--- config.mk ---
export PLATFORM = sky130hd
export DESIGN_NAME = mpmc10_app_wdf_burst_gen
export DESIGN_NICKNAME = d
export VERILOG_FILES = /design/src/rtl/mpmc10_app_wdf_burst_gen.sv
export SDC_FILE = /design/constraint.sdc
export NUM_CORES = 1
export LEC_CHECK = 0
export BUFFER_PORTS_ARGS = -buffer_cell sky130_fd_sc_hd__buf_2
export CAP_MARGIN = 40
export CORE_AREA = 2 2 125 127
export DETAILED_ROUTE_END_ITERATION = 8
export DIE_AREA = 0 0 127 129
export MAX_ROUTING_LAYER = met4
export PLACE_DENSITY = 0.76
export SLEW_MARGIN = 30
export SYNTH_ARGS = -nofsm -noshare
export SYNTH_HDL_FRONTEND = slang
export SYNTH_SLANG_ARGS = --single-unit
--- constraint.sdc ---
create_clock -name clk -period 3.2 [get_ports clk]
set_clock_uncertainty 0.2 [all_clocks]
set_input_delay 0 -clock clk [delete_from_list [all_inputs] [get_ports clk]]
set_output_delay 0 -clock clk [all_outputs]
set_load 0.005 [all_outputs]
--- src/rtl/mpmc10_app_wdf_burst_gen.sv ---
`default_nettype none
// ============================================================================
// Module   : mpmc10_app_wdf_burst_gen
// Purpose  : Multi-beat MIG write-data FIFO driver (app_wdf_wren/end/data/
//            mask). A burst is triggered from the controller WRITE_DATA0
//            state, and all outputs are held stable under app_wdf_rdy
//            backpressure.
// Revision : 1.0 - initial release
// ============================================================================
module mpmc10_app_wdf_burst_gen #(
    parameter int         WID         = 128,
    parameter int         MAX_BEATS   = 4,
    parameter int         END_MODE    = 0,
    parameter int         BW          = $clog2(MAX_BEATS + 1),
    // Encoding of WRITE_DATA0 in the controller state package. It must match
    // the mpmc10_pkg value used by the instantiating controller.
    parameter logic [3:0] WRITE_DATA0 = 4'd6
) (
    input  logic               clk,
    input  logic               rst,
    input  logic [3:0]         state,
    input  logic               rdy,
    input  logic [BW-1:0]      nbeats,
    input  logic [WID-1:0]     dat_i,
    input  logic [WID/8-1:0]   sel_i,
    output logic [BW-1:0]      beat_o,
    output logic               wren,
    output logic               wend,
    output logic [WID-1:0]     data,
    output logic [WID/8-1:0]   mask,
    output logic               busy,
    output logic               done,
    output logic [15:0]        stall_cnt
);

    // ------------------------------------------------------------------------
    // Constants
    // ------------------------------------------------------------------------
    localparam logic [BW-1:0] c_max_beats = BW'(MAX_BEATS);
    localparam logic [BW-1:0] c_one       = BW'(1);
    // When set, every beat is its own app_wdf_end (4:1 MIG with BL8).
    localparam logic          c_end_every = (END_MODE != 0);
    localparam logic [15:0]   c_stall_max = 16'hFFFF;

    typedef enum logic [1:0] {
        ST_IDLE = 2'd0,
        ST_XFER = 2'd1,
        ST_DONE = 2'd2
    } fsm_t;

    // ------------------------------------------------------------------------
    // State and output registers
    // ------------------------------------------------------------------------
    fsm_t             fsm_q,   fsm_d;
    logic [BW-1:0]    n_q,     n_d;      // effective beat count of this burst
    logic [BW-1:0]    beat_q,  beat_d;   // index of the beat the next load samples
    logic             wren_q,  wren_d;
    logic             wend_q,  wend_d;
    logic [WID-1:0]   data_q,  data_d;
    logic [WID/8-1:0] mask_q,  mask_d;
    logic             busy_q,  busy_d;
    logic             done_q,  done_d;
    logic [15:0]      stall_q, stall_d;

    // ------------------------------------------------------------------------
    // Helper terms
    // ------------------------------------------------------------------------
    logic [BW-1:0] n_eff;       // nbeats with 0 / out-of-range mapped to MAX_BEATS
    logic          trigger;     // controller sits in WRITE_DATA0
    logic          accept;      // beat on the bus is taken by the MIG this edge
    logic          last_beat;   // beat on the bus is the final one of the burst
    logic [BW-1:0] beat_inc;

    // Decode the trigger, the acceptance handshake and the burst length.
    always_comb begin
        n_eff     = nbeats;
        if ((nbeats == '0) || (nbeats > c_max_beats)) begin
            n_eff = c_max_beats;
        end
        trigger   = (state == WRITE_DATA0);
        accept    = wren_q && rdy;
        // beat_q already points one past the beat on the bus, so the bus
        // carries the last beat (index N-1) exactly when beat_q equals N.
        last_beat = (beat_q == n_q);
        beat_inc  = beat_q + c_one;
    end

    // Next-state and output logic of the burst FSM.
    always_comb begin
        fsm_d   = fsm_q;
        n_d     = n_q;
        beat_d  = beat_q;
        wren_d  = wren_q;
        wend_d  = wend_q;
        data_d  = data_q;
        mask_d  = mask_q;
        busy_d  = busy_q;
        done_d  = 1'b0;
        stall_d = stall_q;

        case (fsm_q)
            ST_IDLE: begin
                if (trigger) begin
                    // Beat 0 is loaded on the trigger edge itself, so wren
                    // rises the cycle after WRITE_DATA0 is first seen.
                    n_d     = n_eff;
                    data_d  = dat_i;
                    mask_d  = ~sel_i;
                    wren_d  = 1'b1;
                    wend_d  = c_end_every || (n_eff == c_one);
                    busy_d  = 1'b1;
                    beat_d  = c_one;
                    stall_d = '0;
                    fsm_d   = ST_XFER;
                end
            end

            ST_XFER: begin
                // The controller state is ignored here: a started burst
                // always runs to completion.
                if (accept) begin
                    if (last_beat) begin
                        wren_d = 1'b0;
                        wend_d = 1'b0;
                        done_d = 1'b1;
                        busy_d = 1'b0;
                        beat_d = '0;
                        fsm_d  = ST_DONE;
                    end else begin
                        // Present beat index beat_q; it is the final beat
                        // when the index after it equals N.
                        data_d = dat_i;
                        mask_d = ~sel_i;
                        beat_d = beat_inc;
                        wend_d = c_end_every || (beat_inc == n_q);
                    end
                end else if (stall_q != c_stall_max) begin
                    // wren is always high in XFER, so no accept means the
                    // MIG is back-pressuring this beat.
                    stall_d = stall_q + 16'd1;
                end
            end

            ST_DONE: begin
                // Wait for the controller to leave WRITE_DATA0 so that a
                // single long WRITE_DATA0 dwell cannot launch a second burst.
                if (!trigger) begin
                    fsm_d = ST_IDLE;
                end
            end

            default: begin
                fsm_d  = ST_IDLE;
                wren_d = 1'b0;
                wend_d = 1'b0;
                busy_d = 1'b0;
                beat_d = '0;
            end
        endcase
    end

    // State register; reset abandons any burst in flight.
    always_ff @(posedge clk) begin
        if (rst) begin
            fsm_q   <= ST_IDLE;
            n_q     <= c_max_beats;
            beat_q  <= '0;
            wren_q  <= 1'b0;
            wend_q  <= 1'b0;
            data_q  <= '0;
            mask_q  <= '1;
            busy_q  <= 1'b0;
            done_q  <= 1'b0;
            stall_q <= '0;
        end else begin
            fsm_q   <= fsm_d;
            n_q     <= n_d;
            beat_q  <= beat_d;
            wren_q  <= wren_d;
            wend_q  <= wend_d;
            data_q  <= data_d;
            mask_q  <= mask_d;
            busy_q  <= busy_d;
            done_q  <= done_d;
            stall_q <= stall_d;
        end
    end

    // ------------------------------------------------------------------------
    // Outputs come straight from flops
    // ------------------------------------------------------------------------
    assign beat_o    = beat_q;
    assign wren      = wren_q;
    assign wend      = wend_q;
    assign data      = data_q;
    assign mask      = mask_q;
    assign busy      = busy_q;
    assign done      = done_q;
    assign stall_cnt = stall_q;

endmodule
`default_nettype wire
==> key figures <==
STA
  • Maximum clock frequency: 342 MHz
  • TNS Setup: 0 ns
  • Total setup violations reported at the end of the flow: 0
  • Number of endpoints with negative hold slack in the final report: 0
  • Setup repair after global routing missed its margin: no
  • Worst Tran Pin Value: 0.760 ns
  • Worst Hold Slack: 0.0815 ns
  • Max-slew violation total from the final report: 0
  • Worst-case headroom to the max-slew limit: 49.3%
  • Clock period minus final worst setup slack: 2.93 ns
  • Post-route clock period utilization: 91.4%

Synthesis
  • Most common flop cell mapped by yosys: dfxtp_1
  • Unique cell type count in the Yosys netlist: 50
  • Number of enable flip-flop cells after synthesis: 0
  • Library cell with the largest summed area after synthesis: dfxtp_1
  • Leading cell type by number of instances after synthesis: nand2_1
  • Dominant cells by area after synthesis: dfxtp_1 53%, nand2_1 16%, a21oi_1 11%
  • Share of synthesized flip-flops with an asynchronous set or reset: 0%
  • Share of synthesized area occupied by flip-flops and latches: 53.1%
  • Synthesis Warnings: 0
  • Share of the synthesized area in the top cell type: 53.1%
  • Synthesized instance count: 797
  • Netlist area before placement: 6450 um2
  • Mean Syn Cell Area: 8.09 um2
  • Net Count, Synth: 954
  • Top cells by count, synth: 268 x nand2_1, 171 x dfxtp_1, 139 x a21oi_1
  • Synthesized flop and latch total: 171

Pwr
  • Worst voltage drop across the vdd grid: 368 uV
  • P_leak: 4.54 nW
  • Pwr dens: 440 nW/um2

Floorplan
  • Die width: 127 um
  • Die height: 129 um
  • Die area: 16400 um2
  • Placeable Area: 15000 um2
  • I/O pin cnt: 321
  • Initial Util: 43.1%
  • Standard-cell row count: 45

Drt
  • Antenna Nets Post-Route: 0
  • Iteration count of the initial detailed-routing pass: 5
  • Total wire length: 24700 um
  • Vias after detailed routing: 7742
  • Post-detailed-route via-to-cell ratio: 5.27
  • DRC violation count after routing: 0
  • Detailed router's first-iteration violation count: 498
  • Average wire length per cell after detail routing: 16.8 um

Worst setup path
  • Crit path required time: 3.36 ns
  • Startpoint kind of the worst setup timing path: flop
  • Critical path depth in cells: 7
  • Worst path max stage delay: 0.58 ns
  • Worst Path Max Fanout: 36
  • Worst path arrival time: 3.09 ns
  • Reg-to-reg slack, setup: 0.27 ns
  • Kind of cell adding the most delay to the critical path: buffers and inverters
  • Depth of the worst register-to-register path: 7
  • Type of destination of the critical path: flop
  • Kind of critical path: reg2reg
  • Destination of the worst register-to-register timing path: data[97]
  • Number of buffer and inverter stages on the critical path: 2
  • Launch point of the critical path: fsm_q[1]
  • Sequence of cells on the critical path: and2b_1 > a22oi_2 > a21o_4 > buf_4 > nand2_1 > a21oi_1 > dlygate4sd3_1
  • Critical Path Slowest Stage Cell: dlygate4sd3_1
  • Launch instance of the worst register-to-register path: fsm_q[1]

Clock tree
  • Maximum buffer depth of the clock tree: 2
  • Clock input transition at the sequential cells of the worst setup and hold paths: 0.07 ns
  • Clock tree from TritonCTS: built
  • Clock latency on the worst-skew pair: 0.42 ns
  • Root buffer cell: clkbuf_16
  • Clock Sink Count: 171
  • # H-tree levels: 4
  • Clock buffer count from CTS: 17

Min path
  • Path type of the worst min-delay path: in2reg
  • Cell count of the worst hold path: 5
  • Worst hold start: state[0]
  • Hold worst-path end: stall_cnt[1]

Global routing
  • GRT busiest layer: met2
  • Overflow left after global routing: 0
  • Met1 usage in global routing: 32.6%
  • First-pass GRT wire length: 37500 um
  • Number of global-route vias before repair: 7625
  • Met3 usage in global routing: 6.86%
  • Met2 demand-to-capacity share in global routing: 50.0%
  • Combined global-route utilization of all metal layers: 29.5%
  • Antenna violations before repair: 2
  • Maximum number of pins on one net before global-route repair: 101

Place
  • Buffers added on ports: 320
  • Half-perimeter wire length of the detailed placement result: 13500 um
  • Final weighted congestion of routability-driven global placement: 0.944
  • Number of placed cells counting well taps: 1258

Finish
  • Area added between synthesis and finish: 62.4%
  • Nets@finish: 1424
  • Number of cells in the finished layout apart from fillers: 1470
  • Number of fillers in the final layout: 1055
  • Fraction of layout cells with a size suffix above 1: 29.1%

Run status
  • Result of the run: complete, no violations

Flow run
  • Max-cap check violation count: 0
[tightest hold or removal path: stages]
cell       delay (ns)
buf_2            0.08
nand4bb_1        0.21
o22ai_1          0.18
nand4_1          0.11
a21oi_1          0.06
[kinds of logic after synthesis]
group                      Yosys count  share of synthesized area (%)
adders and majority gates            3                          0.582
DFF                                171                           53.1
muxes                                1                          0.155
xor gates and xnor gates            13                           1.76
AOI/OAI and AO/OA                  192                           16.2
buffers and inverters               60                           4.52
and+or+nand+nor                    357                           23.7
[stage by stage]
stage | total power (W) | util [%] | setup WS [ns] | cell area, um2
after global routing | 0.00477 | 69.9 | 0.0808 | 10500
after global placement | 0.00254 | 54.3 | 0.807 | 8130
after CTS | 0.00461 | 69.8 | 0.236 | 10400
final | 0.00461 | 69.9 | 0.274 | 10500
after floorplan | 0.00238 | - | 1.10 | 6450
after detailed placement | 0.00255 | 54.3 | 0.702 | 8130
[per-layer routing]
layer | wire (um) | share of wire, %
met1 | 9420 | 38
met2 | 12300 | 50
met3 | 2040 | 8.3
met4 | 900 | 3.6
met5 | 0 | 0
[worst max path at each step]
stage                               end  slack (ns)
after detailed placement       data[10]        0.70
after global routing          data[107]        0.08
after floorplan           stall_cnt[15]        1.10
final                          data[97]        0.27
after global placement         data[47]        0.81
after CTS                     data[104]        0.24
[area by class of cell]
class	instances	area (um2)	area share, %
clock inverter	14	108	1.03
tap	188	235	2.25
antenna	2	5.00	0.0478
sequential	171	3420	32.7
multi-input combinational	566	2760	26.3
inverter	2	7.51	0.0717
clock buffer	18	439	4.19
timing repair buffer	509	3500	33.4
[registers in the layout, summed over array words and instances, names as in the netlist]
| register | count |
|---|---|
| beat_o | 3 |
| busy | 1 |
| n_q | 3 |
| fsm_q | 2 |
| wend | 1 |
| data | 128 |
| done | 1 |
| mask | 16 |
| stall_cnt | 16 |
[power by group]
part / internal (W) / total, W / switching (W)
clock network: 0.00103 / 0.00193 / 0.000900
logic: 0.000272 / 0.000490 / 0.000218
registers: 0.00217 / 0.00220 / 0.0000249
[repair_timing]
action,4_1_cts,5_1_grt
resized for setup,0,2
hold endpoints to repair,161,0
hold buffers,177,0
setup endpoints to repair,0,11
buffers inserted,0,0
[cells in the final DEF, fill, tap and decap left out, types with 7 or more instances in the layout]
| cell type | instances |
|---|---|
| a21oi_1 | 139 |
| a31oi_1 | 21 |
| buf_2 | 319 |
| buf_4 | 9 |
| clkbuf_16 | 17 |
| dfxtp_1 | 171 |
| dlygate4sd3_1 | 177 |
| inv_6 | 7 |
| nand2_1 | 268 |
| nand3_1 | 8 |
| nand4_1 | 10 |
| nor2_1 | 18 |
| nor3_1 | 21 |
| o21ai_0 | 11 |
| xnor2_1 | 10 |
Power figures use the tool's default switching activity.
